--- src/rtl/xadc_pkg.sv ---
// Shared constants, types and FSM states for the XADC DRP responder emulation.
package xadc_pkg;

    localparam int unsigned ADDR_W         = 7;
    localparam int unsigned DATA_W         = 16;
    localparam int unsigned SAMPLE_W       = 12;
    localparam int unsigned CH_W           = 5;
    localparam int unsigned SEQ_W          = 4;
    localparam int unsigned CNT_W          = 8;
    localparam int unsigned LAT_W          = 4;
    localparam int unsigned CFG0_CH_LSB    = 0;
    localparam int unsigned CFG0_EVENT_BIT = 9;
    localparam int unsigned CFG1_SEQ_LSB   = 12;

    localparam logic [ADDR_W-1:0] ADDR_RESULT_BASE = 7'h00;
    localparam logic [ADDR_W-1:0] ADDR_CFG0        = 7'h40;
    localparam logic [ADDR_W-1:0] ADDR_CFG1        = 7'h41;

    localparam logic [SEQ_W-1:0] SEQ_SINGLE = 4'h3;
    localparam logic [SEQ_W-1:0] SEQ_CONT   = 4'h2;

    typedef enum logic [1:0] {IDLE, CONV, DONE} seq_state_e;

    typedef struct packed {
        logic              wr;
        logic [ADDR_W-1:0] addr;
        logic [DATA_W-1:0] data;
    } drp_req_t;

endpackage

--- src/rtl/xadc_drp_responder_if.sv ---
// DRP bus between the requesting bridge (master) and the XADC responder (slave).
interface xadc_drp_responder_if;
    import xadc_pkg::*;

    logic [ADDR_W-1:0] DADDR;
    logic              DEN;
    logic              DWE;
    logic [DATA_W-1:0] DI;
    logic [DATA_W-1:0] DO;
    logic              DRDY;

    modport master (output DADDR, DEN, DWE, DI, input DO, DRDY);
    modport slave  (input DADDR, DEN, DWE, DI, output DO, DRDY);
endinterface

--- src/rtl/xadc_drp_responder_conv_seq.sv ---
// Conversion sequencer: IDLE/CONV/DONE FSM, BUSY counter and channel pointer.
module xadc_conv_seq
    import xadc_pkg::*;
#(
    parameter int unsigned NUM_CH      = 4,
    parameter int unsigned CONV_CYCLES = 26
) (
    input  logic             clk,
    input  logic             rst_n,
    input  logic [CH_W-1:0]  sel,
    input  logic             event_mode,
    input  logic [SEQ_W-1:0] seq,
    input  logic             convst,
    output logic             busy,
    output logic             eoc,
    output logic             eos,
    output logic [CH_W-1:0]  channel,
    output logic             res_we
);

    seq_state_e       state_q, state_d;
    logic [CNT_W-1:0] cnt_q, cnt_d;
    logic [CH_W-1:0]  pos_q, pos_d, cur_pos, channel_d;
    logic [SEQ_W-1:0] seq_q;
    logic             convst_q, last_q, last_d, valid_q, valid_d;
    logic             start;

    always_ff @(posedge clk or negedge rst_n) begin
        if (!rst_n) begin
            state_q  <= IDLE;
            cnt_q    <= '0;
            pos_q    <= '0;
            seq_q    <= '0;
            convst_q <= 1'b0;
            last_q   <= 1'b0;
            valid_q  <= 1'b0;
            channel  <= '0;
            busy     <= 1'b0;
            eoc      <= 1'b0;
            eos      <= 1'b0;
            res_we   <= 1'b0;
        end else begin
            state_q  <= state_d;
            cnt_q    <= cnt_d;
            pos_q    <= pos_d;
            seq_q    <= seq;
            convst_q <= convst;
            last_q   <= last_d;
            valid_q  <= valid_d;
            channel  <= channel_d;
            busy     <= (state_d == CONV);
            eoc      <= (state_d == DONE);
            eos      <= (state_d == DONE) && last_d;
            res_we   <= (state_d == DONE) && valid_d;
        end
    end

    // Any SEQ change rewinds the continuous sequence to channel 0.
    always_comb begin
        state_d   = state_q;
        cnt_d     = cnt_q;
        last_d    = last_q;
        valid_d   = valid_q;
        channel_d = channel;
        cur_pos   = (seq != seq_q) ? '0 : pos_q;
        pos_d     = cur_pos;
        start     = ((seq == SEQ_SINGLE) || (seq == SEQ_CONT)) &&
                    (event_mode ? (convst && !convst_q) : 1'b1);
        case (state_q)
            IDLE: begin
                if (start) begin
                    state_d = CONV;
                    cnt_d   = CNT_W'(CONV_CYCLES - 1);
                    if (seq == SEQ_SINGLE) begin
                        channel_d = sel;
                        last_d    = 1'b1;
                    end else begin
                        channel_d = cur_pos;
                        last_d    = (cur_pos == CH_W'(NUM_CH - 1));
                        pos_d     = last_d ? '0 : CH_W'(cur_pos + 1'b1);
                    end
                    valid_d = (channel_d < CH_W'(NUM_CH));
                end
            end
            CONV: begin
                if (cnt_q == '0) state_d = DONE;
                else             cnt_d   = CNT_W'(cnt_q - 1'b1);
            end
            DONE:    state_d = IDLE;
            default: state_d = IDLE;
        endcase
    end

endmodule

--- src/rtl/xadc_drp_responder.sv ---
// XADC primitive stand-in: DRP front-end and register file around the conversion sequencer.
module xadc_drp_responder
    import xadc_pkg::*;
#(
    parameter int unsigned NUM_CH      = 4,
    parameter int unsigned DRP_LATENCY = 2,
    parameter int unsigned CONV_CYCLES = 26,
    parameter logic [15:0] CFG1_RST    = 16'h0000
) (
    input  logic                         clk,
    input  logic                         rst_n,
    xadc_drp_responder_if.slave          drp,
    input  logic                         CONVST,
    input  logic [NUM_CH*SAMPLE_W-1:0]   sample_in,
    output logic                         BUSY,
    output logic [CH_W-1:0]              CHANNEL,
    output logic                         EOC,
    output logic                         EOS,
    output logic [CH_W-1:0]              MUXADDR,
    output logic                         drp_err
);

    logic [LAT_W-1:0]    lat_q, lat_d;
    drp_req_t            req_q, cur_req;
    logic [DATA_W-1:0]   rdata_q, live_rdata, cur_rdata;
    logic [DATA_W-1:0]   cfg0_q, cfg1_q;
    logic [SAMPLE_W-1:0] result_q [NUM_CH];
    logic                accept, finish, res_we;

    assign MUXADDR = '0;

    // Live read mux; results reflect the value before any same-cycle EOC update.
    always_comb begin
        live_rdata = '0;
        if (drp.DADDR == ADDR_CFG0)      live_rdata = cfg0_q;
        else if (drp.DADDR == ADDR_CFG1) live_rdata = cfg1_q;
        else begin
            for (int n = 0; n < NUM_CH; n++) begin
                if (drp.DADDR == ADDR_W'(ADDR_RESULT_BASE + ADDR_W'(n)))
                    live_rdata = {result_q[n], 4'h0};
            end
        end
    end

    // Counter holds DRP_LATENCY..1 while pending; the edge reaching 1 raises DRDY.
    always_comb begin
        accept    = drp.DEN && (lat_q == '0);
        lat_d     = (lat_q != '0) ? LAT_W'(lat_q - 1'b1) : '0;
        if (accept) lat_d = LAT_W'(DRP_LATENCY);
        cur_req   = (lat_q == '0) ? {drp.DWE, drp.DADDR, drp.DI} : req_q;
        cur_rdata = (lat_q == '0) ? live_rdata : rdata_q;
        finish    = (lat_d == LAT_W'(1));
    end

    always_ff @(posedge clk or negedge rst_n) begin
        if (!rst_n) begin
            lat_q    <= '0;
            req_q    <= '0;
            rdata_q  <= '0;
            cfg0_q   <= '0;
            cfg1_q   <= CFG1_RST;
            drp.DO   <= '0;
            drp.DRDY <= 1'b0;
            drp_err  <= 1'b0;
        end else begin
            lat_q    <= lat_d;
            drp.DRDY <= finish;
            drp.DO   <= (finish && !cur_req.wr) ? cur_rdata : '0;
            if (drp.DEN && (lat_q != '0)) drp_err <= 1'b1;
            if (accept) begin
                req_q   <= cur_req;
                rdata_q <= live_rdata;
            end
            if (finish && cur_req.wr) begin
                if (cur_req.addr == ADDR_CFG0) cfg0_q <= cur_req.data;
                if (cur_req.addr == ADDR_CFG1) cfg1_q <= cur_req.data;
            end
        end
    end

    always_ff @(posedge clk or negedge rst_n) begin
        if (!rst_n) begin
            for (int n = 0; n < NUM_CH; n++) result_q[n] <= '0;
        end else begin
            for (int n = 0; n < NUM_CH; n++) begin
                if (res_we && (CHANNEL == CH_W'(n)))
                    result_q[n] <= sample_in[n*SAMPLE_W +: SAMPLE_W];
            end
        end
    end

    xadc_conv_seq #(
        .NUM_CH      (NUM_CH),
        .CONV_CYCLES (CONV_CYCLES)
    ) u_seq (
        .clk        (clk),
        .rst_n      (rst_n),
        .sel        (cfg0_q[CFG0_CH_LSB +: CH_W]),
        .event_mode (cfg0_q[CFG0_EVENT_BIT]),
        .seq        (cfg1_q[CFG1_SEQ_LSB +: SEQ_W]),
        .convst     (CONVST),
        .busy       (BUSY),
        .eoc        (EOC),
        .eos        (EOS),
        .channel    (CHANNEL),
        .res_we     (res_we)
    );

endmodule

--- src/flat_wrapper.sv ---
// flat-port wrapper written by rule: the top's interface ports become plain ports
module xadc_drp_responder_flat import xadc_pkg::*;
#(
    parameter int unsigned NUM_CH      = 4,
    parameter int unsigned DRP_LATENCY = 2,
    parameter int unsigned CONV_CYCLES = 26,
    parameter logic [15:0] CFG1_RST    = 16'h0000
)
  (clk, rst_n, CONVST, sample_in, BUSY, CHANNEL, EOC, EOS, MUXADDR, drp_err, drp_DADDR, drp_DEN, drp_DWE, drp_DI, drp_DO, drp_DRDY);
  xadc_drp_responder_if drp_i ();
  input  logic clk;
  input  logic rst_n;
  input  logic CONVST;
  input  logic [NUM_CH*SAMPLE_W-1:0] sample_in;
  output logic BUSY;
  output logic [CH_W-1:0] CHANNEL;
  output logic EOC;
  output logic EOS;
  output logic [CH_W-1:0] MUXADDR;
  output logic drp_err;
  input wire logic [$bits(drp_i.DADDR)-1:0] drp_DADDR;
  input wire logic [$bits(drp_i.DEN)-1:0] drp_DEN;
  input wire logic [$bits(drp_i.DWE)-1:0] drp_DWE;
  input wire logic [$bits(drp_i.DI)-1:0] drp_DI;
  output wire logic [$bits(drp_i.DO)-1:0] drp_DO;
  output wire logic [$bits(drp_i.DRDY)-1:0] drp_DRDY;
  assign drp_i.DADDR = drp_DADDR;
  assign drp_i.DEN = drp_DEN;
  assign drp_i.DWE = drp_DWE;
  assign drp_i.DI = drp_DI;
  assign drp_DO = drp_i.DO;
  assign drp_DRDY = drp_i.DRDY;
  xadc_drp_responder #(.NUM_CH(NUM_CH), .DRP_LATENCY(DRP_LATENCY), .CONV_CYCLES(CONV_CYCLES), .CFG1_RST(CFG1_RST)) u_core (.clk(clk), .rst_n(rst_n), .drp(drp_i), .CONVST(CONVST), .sample_in(sample_in), .BUSY(BUSY), .CHANNEL(CHANNEL), .EOC(EOC), .EOS(EOS), .MUXADDR(MUXADDR), .drp_err(drp_err));
endmodule
--- config.mk ---
export PLATFORM = sky130hd
export DESIGN_NAME = xadc_drp_responder_flat
export DESIGN_NICKNAME = d
export VERILOG_FILES = /design/src/rtl/xadc_pkg.sv /design/src/rtl/xadc_drp_responder_if.sv /design/src/rtl/xadc_drp_responder_conv_seq.sv /design/src/rtl/xadc_drp_responder.sv /design/src/flat_wrapper.sv
export SDC_FILE = /design/constraint.sdc
export NUM_CORES = 1
export LEC_CHECK = 0
export CAP_MARGIN = 20
export CORE_MARGIN = 2
export CORE_UTILIZATION = 30
export CTS_CLUSTER_DIAMETER = 50
export CTS_CLUSTER_SIZE = 25
export DETAILED_ROUTE_END_ITERATION = 12
export PLACE_DENSITY = 0.48
export SYNTH_ARGS = -nofsm -noshare
export SYNTH_HDL_FRONTEND = slang
export SYNTH_SLANG_ARGS = --single-unit
export TNS_END_PERCENT = 50
--- constraint.sdc ---
create_clock -name clk -period 3.1 [get_ports clk]
set_input_delay 0.31 -clock clk [delete_from_list [all_inputs] [get_ports clk]]
set_output_delay 0.31 -clock clk [all_outputs]
set_load 0.03 [all_outputs]
=== Yosys cells after proc, flatten, opt, wreduce, memory -nomap -nowiden ===
Index checks and enable logic that the tools add are counted.

* Input bits: 76
* Bits in registers: 173
* Word-level logic and storage cells: 107
* Output and inout port bits: 31

* Add/subtract/negate cells: 3
* Order comparisons: 1
* Reduce and logical (&&, ||, !) cells: 26
* Mux-type cells: 31
* Equal/unequal tests: 20

{| class="wikitable"
|+ Operators with widths
! kind !! count
|-
| two-way mux 16 bit || 8
|-
| two-way mux 5 bit || 8
|-
| == test 7 bit (second input constant) || 4
|-
| two-way mux 24 bit || 1
|-
| two-way mux 8 bit || 2
|-
| case mux 8 bit (2 select lines) || 1
|-
| == test 5 x 2 -> 1 bit (second input constant) || 3
|-
| == test 7 x 2 -> 1 bit (second input constant) || 2
|-
| logical AND 1 bit || 12
|-
| == test 4 x 2 -> 1 bit (second input constant) || 2
|-
| zero test 8 bit || 1
|-
| two-way mux 4 bit || 2
|-
| subtractor 8 x 1 -> 8 bit (second input constant) || 1
|-
| == test 7 x 1 -> 1 bit (second input constant) || 1
|-
| zero test 7 bit || 1
|-
| two-way mux 1 bit || 6
|-
| AND reduction 2 bit || 3
|-
| adder 5 x 1 -> 5 bit (second input constant) || 1
|-
| == test 5 x 1 -> 1 bit (second input constant) || 1
|-
| zero test 5 bit || 1
|-
| less-than comparator 5 x 3 -> 1 bit (second input constant) || 1
|-
| == test 2 x 1 -> 1 bit (second input constant) || 2
|-
| == test 4 x 1 -> 1 bit (second input constant) || 1
|-
| zero test 4 bit || 1
|-
| other kinds (12) || 15
|}

=== Longest topological paths before layout ===
Gate-level depths: netlist of the first run.

* Word-level depth: 10
* Gate-level depth with buffers: 10
* Mapped depth without buffers: 7

=== By module ===
A second synthesis of the first run with hierarchy kept.

* Cell total of the unflattened synthesis: 628
* Area, all modules: 7667.4 µm²

{| class="wikitable"
|+ Modules (own cells, without submodules)
! module !! area an instance (µm²) !! seq. area each (µm²) !! instances !! cells each
|-
| xadc_drp_responder || 6216.0 || 3553.4 || 1 || 492
|-
| xadc_conv_seq || 1451.4 || 775.7 || 1 || 136
|}

=== Worst setup path after synthesis of the first run ===
OpenSTA, ideal clock, no wires.

* Kind: register to register
* Start point: register u_core.lat_q[0]
* End point: register u_core.cfg0_q[10]
* Setup slack: 0.683 ns
* Arrival: 2.292 ns
* Stages on the path, launching flop included: 9
* Path buffers: 2
* Setup time: 0.125 ns
* Required time: 2.975 ns
* Cell sequence: dfrtp_1 > inv_1 > ha_1 > or3b_1 > buf_6 > and2_4 > a2111oi_4 > buf_6 > mux2_4

* Longest elaborated chain between the ends: 6

{| class="wikitable"
|+ Ends and longest elaborated chain
! element !! line !! text
|-
| start: declaration || xadc_drp_responder.sv:23 || <nowiki>logic [LAT_W-1:0] lat_q, lat_d;</nowiki>
|-
| start signal: assignment || xadc_drp_responder.sv:66 || <nowiki>lat_q <= lat_d;</nowiki>
|-
| subtractor 4 x 1 -> 4 bit, or another cell as far along || xadc_drp_responder.sv:48 || <nowiki>lat_d = (lat_q != '0) ? LAT_W'(lat_q - 1'b1) : '0;</nowiki>
|-
| two-way mux 4 bit / logical AND 1 bit (equally long branches) || xadc_drp_responder.sv:48, xadc_drp_responder.sv:47 ||
|-
| two-way mux 4 bit || xadc_drp_responder.sv:49 || <nowiki>if (accept) lat_d = LAT_W'(DRP_LATENCY);</nowiki>
|-
| == test 4 x 1 -> 1 bit || xadc_drp_responder.sv:52 || <nowiki>finish = (lat_d == LAT_W'(1));</nowiki>
|-
| logical AND 1 bit || xadc_drp_responder.sv:74 || <nowiki>if (finish && cur_req.wr) begin</nowiki>
|-
| AND reduction 2 bit (no source line) || - ||
|-
| end signal: assignment || xadc_drp_responder.sv:75 || <nowiki>if (cur_req.addr == ADDR_CFG0) cfg0_q <= cur_req.data;</nowiki>
|-
| end: declaration || xadc_drp_responder.sv:26 || <nowiki>logic [DATA_W-1:0] cfg0_q, cfg1_q;</nowiki>
|}

Parallel ways exist; a longest one is shown, timed or not.
A chain may end at the register's enable or synchronous reset.

=== Worst setup path in the final report of the first run ===
* Start point: register u_core.lat_q[0]
* End point: register u_core.cfg1_q[4]

* Longest elaborated chain between the ends: 6

{| class="wikitable"
|+ Ends and longest elaborated chain
! element !! line !! text
|-
| subtractor 4 x 1 -> 4 bit, or another cell as far along || xadc_drp_responder.sv:48 ||
|-
| two-way mux 4 bit / logical AND 1 bit (equally long branches) || xadc_drp_responder.sv:48, xadc_drp_responder.sv:47 ||
|-
| two-way mux 4 bit || xadc_drp_responder.sv:49 ||
|-
| == test 4 x 1 -> 1 bit || xadc_drp_responder.sv:52 ||
|-
| logical AND 1 bit || xadc_drp_responder.sv:74 ||
|-
| AND reduction 2 bit (no source line) || - ||
|-
| end signal: assignment || xadc_drp_responder.sv:76 || <nowiki>if (cur_req.addr == ADDR_CFG1) cfg1_q <= cur_req.data;</nowiki>
|-
| end: declaration || xadc_drp_responder.sv:26 ||
|}

Parallel ways exist; a longest one is shown, timed or not.

==> results of run 1 <==
-- registers in the layout (all words and copies together) (netlist names), 4 cells and up --
signal,count
u_core.cfg0_q,16
u_core.cfg1_q,16
u_core.drp.DO,16
u_core.lat_q,4
u_core.rdata_q,16
u_core.req_q,24
u_core.result_q,48
u_core.u_seq.channel,5
u_core.u_seq.cnt_q,8
u_core.u_seq.pos_q,5
u_core.u_seq.seq_q,4
-- final cells by class --
| class | instances | area (sq um) | share of cell area, % |
|---|---|---|---|
| multi-input combinational | 486 | 3240 | 33.2 |
| clock buffer | 17 | 425 | 4.36 |
| tap | 335 | 419 | 4.29 |
| sequential | 173 | 4330 | 44.4 |
| clock inverter | 14 | 124 | 1.27 |
| timing repair buffer | 121 | 1180 | 12.1 |
| inverter | 11 | 41.3 | 0.423 |
-- how the worst max path moves through the flow --
stage               startpoint           endpoint  slack, ns
2_1_floorplan  u_core.lat_q[0]  u_core.cfg0_q[10]       0.68
3_3_place_gp   u_core.lat_q[0]   u_core.cfg1_q[0]       0.46
3_5_place_dp   u_core.lat_q[0]   u_core.cfg1_q[5]       0.40
4_1_cts        u_core.lat_q[0]   u_core.cfg1_q[4]       0.37
5_1_grt        u_core.lat_q[0]   u_core.cfg1_q[0]       0.26
6_report       u_core.lat_q[0]   u_core.cfg1_q[4]       0.40
-- stage by stage --
| step | utilization [%] | cell area, sq um | cells | total power, uW |
|---|---|---|---|---|
| final | 37.9 | 9760 | 1157 | 6530 |
| after global routing | 37.9 | 9760 | 1157 | 6930 |
| after CTS | 37.9 | 9760 | 1157 | 6620 |
| after detailed placement | 35.7 | 9200 | 1125 | 4550 |
| after global placement | 35.7 | 9200 | 1125 | 4540 |
| after floorplan | - | 7820 | 714 | 3910 |
-- power groups by stage --
| stage | registers (uW) | logic (uW) | clock network (uW) |
|---|---|---|---|
| CTS | 2950 | 1570 | 2100 |
| floorplan | 2960 | 943 | 0 |
| global route | 3010 | 1730 | 2190 |
| global placement | 2990 | 1550 | 0 |
| finish | 2950 | 1530 | 2040 |
| detailed placement | 2990 | 1570 | 0 |
-- layer usage --
| layer | vias up | part of all wire (%) | wire (um) | global-route usage, % |
|---|---|---|---|---|
| met2 | 104 | 46 | 9010 | 23.2 |
| met5 | - | 0 | 0 | 0 |
| met1 | 2660 | 49 | 9740 | 22.0 |
| met3 | 10 | 4.2 | 838 | 3.50 |
| met4 | 0 | 0.75 | 149 | 3.32 |
| li1 | 2632 | - | - | - |
-- cell usage after synthesis (all sizes together) (4+ instances only) --
library cell and instances:
nor2b 7, nor3 12, o22ai 7, or4 9
o31ai 5, nand3 9, o32a 4, mux2i 7
clkbuf 24, nor2 58, dfrtp 173, a21oi 25
a221o 4, a31oi 9, buf 20, nand2 136
and2 9, xor2 9, mux2 91, or2 4
ha 4, nand2b 5, a211oi 5, or3 6
o21ai 24, inv 11
-- cells by family after synthesis --
group	share of synthesized area (%)
AO/OA/AOI/OAI	8.26
buffers and inverters	3.43
flip-flops	55.5
XOR/XNOR	1.24
multiplexers	15.0
adder cells (fa/ha/maj)	0.642
other	0.0481
AND/OR/NAND/NOR	15.9
-- worst max-delay path, delay by kind of cell (launching register included) --
| kind | cells | cell delay [ns] |
|---|---|---|
| AND/OR/NAND/NOR | 3 | 1.31 |
| AO/OA/AOI/OAI | 1 | 0.12 |
| buffers and inverters | 1 | 0.12 |
| multiplexers | 1 | 0.41 |
| adder cells (fa/ha/maj) | 1 | 0.22 |
| flip-flops | 1 | 0.39 |
-- what timing repair did --
action,in CTS,in global routing
setup buffers,0,0
hold buffers,1,0
hold endpoints to repair,58,0
endpoints found under the setup margin,0,0
==> metrics.txt, run 1 <==
status=complete, no violations; WL/cell=17.1 um; max incr delay on CP=about 0.76 ns; layout cell share with drive strength beyond 1=19.0%; leakage power=0.00432 uW; switching power=around 2100 uW; num ports=107; Chip Height=approximately 170 um; actual slew at the worst max-slew pin=between 0.9 and 1 ns; Mapped Area=roughly 8000 sq um; routability cong.=0.744; Synth Register Bits=roughly 170; RR Startpoint=u_core.lat_q[0]; Synth top area share=~55%; clk sink count=approximately 170; grt ovf=0; register area share after synthesis=55.5%; Die Area=27300 sq um; hold path endpoint=u_core.u_seq.convst_q; Yosys Warn Count=0; cell taking the most area after synthesis=dfrtp_1; DRC=0; PwrDens=approximately 670 nW/um^2; Post-synth EDFFs=0; later-pin clock latency in the skew report=0.43 ns; dpl ws=0.402 ns; Setup WS post-layout=0.399 ns; switching share of power=32.3%; Final period util=87.1%; clock power share=31.3%; gr usage total=15.2%; fin crit period=between 2 and 3 ns; CP endpoint kind=flip-flop; post-route ant nets=0; Reg2Reg Setup Slack=0.40 ns; internal power=4420 uW; worst reg2reg endpoint=u_core.cfg1_q[4]; unique cell type count in the Yosys netlist=57; via count=5406; Worst EP required=3.40 ns; CP max FO=16; min-delay src=CONVST; port bufs=101; most common cell after layout, fill and taps aside=dfrtp_1; first-pass GRT wire length=31500 um; Worst R2R Path Depth=7; critical path data arrival time=3.00 ns; most frequent cells in the layout=dfrtp_1, nand2_1, clkdlybuf4s50_1; crit-path cells=inv_1 > ha_1 > or3b_1 > and2_4 > a21oi_1 > or3_1 > mux2_2; hold_ws=0.359 ns; initial antenna violation count=0; Slew headroom=around 37%; Worst path slowest cell=or3_1; Async SR Flop Fraction=100%; Post-Syn Instances=710; cts bufs inserted=17; Post-Syn Area per Cell=about 11 sq um; clock skew=0.0118 ns; setup tns final=0 ns; largest net degree at the start of global routing=76; Slew Viols, Final=0; CTS resizes=0; Final Hold Fails=0; WS Path Type=reg2reg; hold depth=1; htree depth=4; RSZ-0062 raised after global routing=no; vias in the first global route=around 5500; via/cell ratio=4.67; drt initial violations=348; Reg power frac=between 40% and 50%; Rows=about 60; dpl hpwl=13700 um; startpoint types=flip-flop; starting density of the core=30.3%; Max rail drop VDD=between 200 and 300 uV; Root Driver=clkbuf_16; # diodes=0; Initial DRT Pass Iterations=4; clk buf depth=2; Peak Freq=370 MHz; class of the worst hold path=in2reg; core footprint=25800 sq um; Synth Flop Type=dfrtp_1; Area Growth Syn to Fin=25.1%; final setup vio count=0; fillers=2510; combinational group share of total power=about a quarter; ranking of synthesized cells by area=dfrtp_1, mux2_2, nand2_1, mux2_4, nor2_1; die width=165 um; clk slew on worst S/H paths=0.07 ns; nets@finish=890; Post-Route WL=a little under 20000 um; CTS tree=built; Max Cap Violations=0
No activity file was read; power rests on OpenSTA's default activity.
==> run 2, diff against run 1 <==
CORE_MARGIN = 1.5   (was 2)
SETUP_SLACK_MARGIN = 0.05   (was unset)
==> run 2 against run 1 <==
- flip-flop and latch count is the same
- power grew 0.61%
- worst hold slack gained 0.0042 ns
- non-clock buffer count grew 7
- fmax shrank 0.31%
- clock-buffer cell count grew 1
- register-to-register slack is essentially flat
- sequential power is essentially flat
- wire length grew 0.45%
- die area shrank 1.2%
- largest power group unchanged
==> metrics.txt, run 2 (synthesis results as in run 1) <==
Slew headroom=33.4%; fin crit period=2.71 ns; WS Path Type=reg2reg; grt ovf=0; Final Hold Fails=0; layout cell share with drive strength beyond 1=between 15 and 20%; vias in the first global route=5475; CP max FO=16; Post-Route WL=just under 20000 um; cts bufs inserted=17; DRC=0; leakage power=0.00437 uW; via count=5420; WP buf/inv=1; clock skew=0.00720 ns; Max Cap Violations=0; Max rail drop VDD=between 200 and 300 uV; nets@finish=897; Peak Freq=about 370 MHz; dpl hpwl=between 10000 and 15000 um; Largest register FFs=48; via/cell ratio=4.67; num ports=107; Biggest register=u_core.result_q; WL/cell=between 15 and 20 um; status=complete, no violations; startpoint types=flip-flop; core footprint=between 20000 and 30000 sq um; Chip Height=164 um; drt initial violations=334; final core occ=38.7%; actual slew at the worst max-slew pin=0.999 ns; setup tns final=0 ns; most frequent cells in the layout=dfrtp_1, nand2_1, clkdlybuf4s50_1; routability cong.=0.696; Area Growth Syn to Fin=25.8%; port bufs=101; CTS tree=built; crit-path cells=inv_1 > ha_1 > or3b_1 > and2_4 > a21oi_1 > or3_1 > mux2_2; post-route ant nets=0; # diodes=0; clk slew on worst S/H paths=0.07 ns; largest net degree at the start of global routing=63; first-pass GRT wire length=~32000 um; class of the worst hold path=in2reg; Final period util=87.4%; most common cell after layout, fill and taps aside=dfrtp_1; later-pin clock latency in the skew report=0.43 ns; Worst path slowest cell=or3_1; htree depth=4; CP endpoint kind=flip-flop; largest registers=u_core.result_q: 48 flops, u_core.req_q: 24 flops; final setup vio count=0; die width=around 160 um; Die Area=27000 sq um; RSZ-0062 raised after global routing=no; initial antenna violation count=0; Design Power=roughly 6600 uW; starting density of the core=30.8%; Rows=58; Initial DRT Pass Iterations=4; Crit path max-delay family=simple AND/OR/NAND/NOR gates; clk sink count=173; Root Driver=clkbuf_16; PwrDens=~670 nW/um^2; clk buf depth=2; max incr delay on CP=approximately 0.78 ns; critical path data arrival time=3.02 ns; Post-CTS Repair Setup Buffers=0; CTS resizes=0; Slew Viols, Final=0; gr usage total=~16%; Worst EP required=3.41 ns
[run 2: layout make-up]
type                            instances  area (sq um)
Inverter                               11          41.3
Sequential cell                       173          4330
Clock inverter                         14           138
Multi-Input combinational cell        486          3240
Tap cell                              330           413
Clock buffer                           18           429
Timing Repair Buffer                  128          1220
Fill cell                            2452         15500
[run 2: path summary, 6_finish.rpt]
check	start	end	slack, ns	cells past startpoint
setup / recovery	u_core.lat_q[0]	u_core.cfg1_q[4]	0.39	7
hold / removal	CONVST	u_core.u_seq.convst_q	0.36	1
setup reg to reg	u_core.lat_q[0]	u_core.cfg1_q[4]	0.39	7
hold reg to reg	u_core.lat_q[0]	u_core.lat_q[0]	0.47	1
max in group asynchronous	rst_n	u_core.cfg1_q[10]	1.87	3
min in group asynchronous	rst_n	u_core.result_q[17]	0.44	2
[run 2: layer usage]
layer  share of wire (%)  GRT usage [%]
met5                   0              0
met4                0.80           4.13
met3                 3.5           3.16
met2                  45           23.5
met1                  51           23.6
[run 2: timing repair]
item	4_1_cts	5_1_grt
hold buffers	1	0
endpoints found under the setup margin	0	0
hold endpoints to repair	58	0
[run 2: worst reg2reg max path: cells and delay by family, from the launching register on]
kind	cells	cell delay [ns]
adders and majority gates	1	0.21
muxes	1	0.43
buffers and inverters	1	0.12
AOI/OAI and AO/OA	1	0.10
and+or+nand+nor	3	1.34
DFF	1	0.40
[run 2: per-stage QoR]
step | std cells | instance area (sq um) | hold slack, ns | worst slack, ns
final | 1160 | 9810 | 0.364 | 0.391
after global routing | 1160 | 9810 | 0.362 | 0.160
after CTS | 1160 | 9810 | 0.352 | 0.361
after detailed placement | 1127 | 9230 | 0.345 | 0.391
after global placement | 1127 | 9230 | 0.348 | 0.412
after floorplan | 714 | 7820 | 0.0144 | 0.683
[run 2: power by group]
group,leakage [uW],switching (uW),internal [uW]
Sequential,0.00215,302,2660
Clock,0.000265,950,1120
Combinational,0.00195,863,667
Total,0.00437,2110,4450
==> run 3, diff against run 2 <==
CORE_MARGIN = unset   (was 1.5)
CTS_CLUSTER_DIAMETER = 100   (was 50)
==> run 3 against run 2 <==
- setup slack got worse by 0.0052 ns
- global-route usage decreased by 0.091 points
- clock power rose by 15%
- flip-flop and latch count unchanged
- combinational power about the same
- fmax decreased by 0.19%
- sequential power about the same
- clock-buffer cell count is 4 higher
- critical endpoint unchanged
==> metrics.txt, run 3 (synthesis results as in run 1) <==
Max Cap Violations=0; Area Growth Syn to Fin=26.4%; CTS tree=built; htree depth=4; Post-Route WL=19500 um; most common cell after layout, fill and taps aside=dfrtp_1; max incr delay on CP=0.77 ns; Slew headroom=between 30% and 40%; crit-path cells=inv_1 > ha_1 > or3b_1 > and2_4 > a21oi_1 > or3_1 > mux2_2; DRC=0; Die Area=26700 sq um; clk buf depth=2; later-pin clock latency in the skew report=0.43 ns; WP buf/inv=1; most frequent cells in the layout=dfrtp_1, nand2_1, clkdlybuf4s50_1; stages on the worst setup path=7; CP max FO=16; vias in the first global route=approximately 5500; cts bufs inserted=17; Max rail drop VDD=about 270 uV; hold depth=1; actual slew at the worst max-slew pin=0.963 ns; WL/cell=about 17 um; Cell Area, Placed=slightly above 9000 sq um; Largest register FFs=48; drt initial violations=254; # diodes=0; Multi-input gate area=~3200 sq um; startpoint types=flip-flop; via/cell ratio=4.66; clk slew on worst S/H paths=0.07 ns; Chip Height=163 um; die width=approximately 160 um; fillers=2462; Final Hold Fails=0; Seq. cell area=~4300 sq um; grt ovf=0; Root Driver=clkbuf_16; non-filler cells, final=1154; first-pass GRT wire length=roughly 32000 um; RSZ-0062 raised after global routing=no; Post-CTS Repair Setup Buffers=0; Peak Freq=368 MHz; starting density of the core=30.8%; Design Power=6870 uW; largest registers=u_core.result_q: 48 flops, u_core.req_q: 24 flops; Slew Viols, Final=0; critical path data arrival time=3.02 ns; Worst EP required=3.40 ns; fin crit period=roughly 2.7 ns; Worst path slowest cell=or3_1; via count=5377; setup tns final=0 ns; core footprint=25300 sq um; final setup vio count=0; Worst R2R Path Depth=7; Crit path max-delay family=simple AND/OR/NAND/NOR gates; Initial DRT Pass Iterations=4; post-route ant nets=0; clk sink count=173; clock skew=around 0.017 ns; final instance area=around 10000 sq um; status=complete, no violations; class of the worst hold path=in2reg; CP endpoint kind=flip-flop; routability cong.=approximately 0.74; leakage power=0.00440 uW; nets@finish=892; gr usage total=15.8%; PwrDens=slightly below 700 nW/um^2; WS Path Type=reg2reg; final core occ=between 30% and 40%; largest net degree at the start of global routing=74; placed cells=1122; Biggest register=u_core.result_q; Rows=58; port bufs=roughly 100; Final period util=87.6%; layout cell share with drive strength beyond 1=18.9%; num ports=about 110; dpl hpwl=~14000 um; initial antenna violation count=0
run 3: cell types whose count changed in the layout (fill, tap and decap cells not counted):
cell,before,now
clkinv_2,1,0
clkinv_4,4,3
clkbuf_8,0,3
clkbuf_2,0,1
buf_4,25,20
inv_8,1,0
clkinvlp_4,4,1
inv_6,3,0
bufinv_16,1,5
buf_2,1,0
clkbuf_1,1,2
run 3: area by class of cell:
type / instances / area share [%]
clock buffers: 22 / 4.81
well taps: 330 / 4.19
repair buffers: 123 / 12.0
inverters: 11 / 0.419
multi-input cells: 486 / 32.8
flip-flops and latches: 173 / 43.9
clock inverters: 9 / 1.86
run 3: routing by layer:
layer | track usage, % | wire, um | vias up
li1 | - | - | 2636
met1 | 22.8 | 9830 | 2630
met2 | 23.9 | 8870 | 104
met3 | 3.78 | 690 | 7
met4 | 3.57 | 108 | 0
met5 | 0 | 0 | -
run 3: where the power goes:
part,total [uW],internal (uW),switching [uW]
combinational,1530,654,872
sequential,2960,2660,292
clock,2380,1500,888
run 3: what timing repair did:
action	4_1_cts	5_1_grt
endpoints found under the hold margin	70	0
gates resized for setup	0	0
hold buffers	1	0
run 3: stage by stage:
step,hold WS (ns),worst slack (ns)
2_1_floorplan,0.0144,0.683
3_3_place_gp,0.391,0.439
3_5_place_dp,0.385,0.396
4_1_cts,0.349,0.378
5_1_grt,0.342,0.191
6_report,0.369,0.386
run 3: path summary, 6_finish.rpt:
kind | start | slack [ns] | to
min in group asynchronous | rst_n | 0.47 | u_core.result_q[17]
worst max-delay path | u_core.lat_q[0] | 0.39 | u_core.cfg1_q[4]
worst min register to register | u_core.drp_err | 0.46 | u_core.drp_err
max in group asynchronous | rst_n | 1.82 | u_core.rdata_q[4]
worst min-delay path | CONVST | 0.37 | u_core.u_seq.convst_q
worst max register to register | u_core.lat_q[0] | 0.39 | u_core.cfg1_q[4]
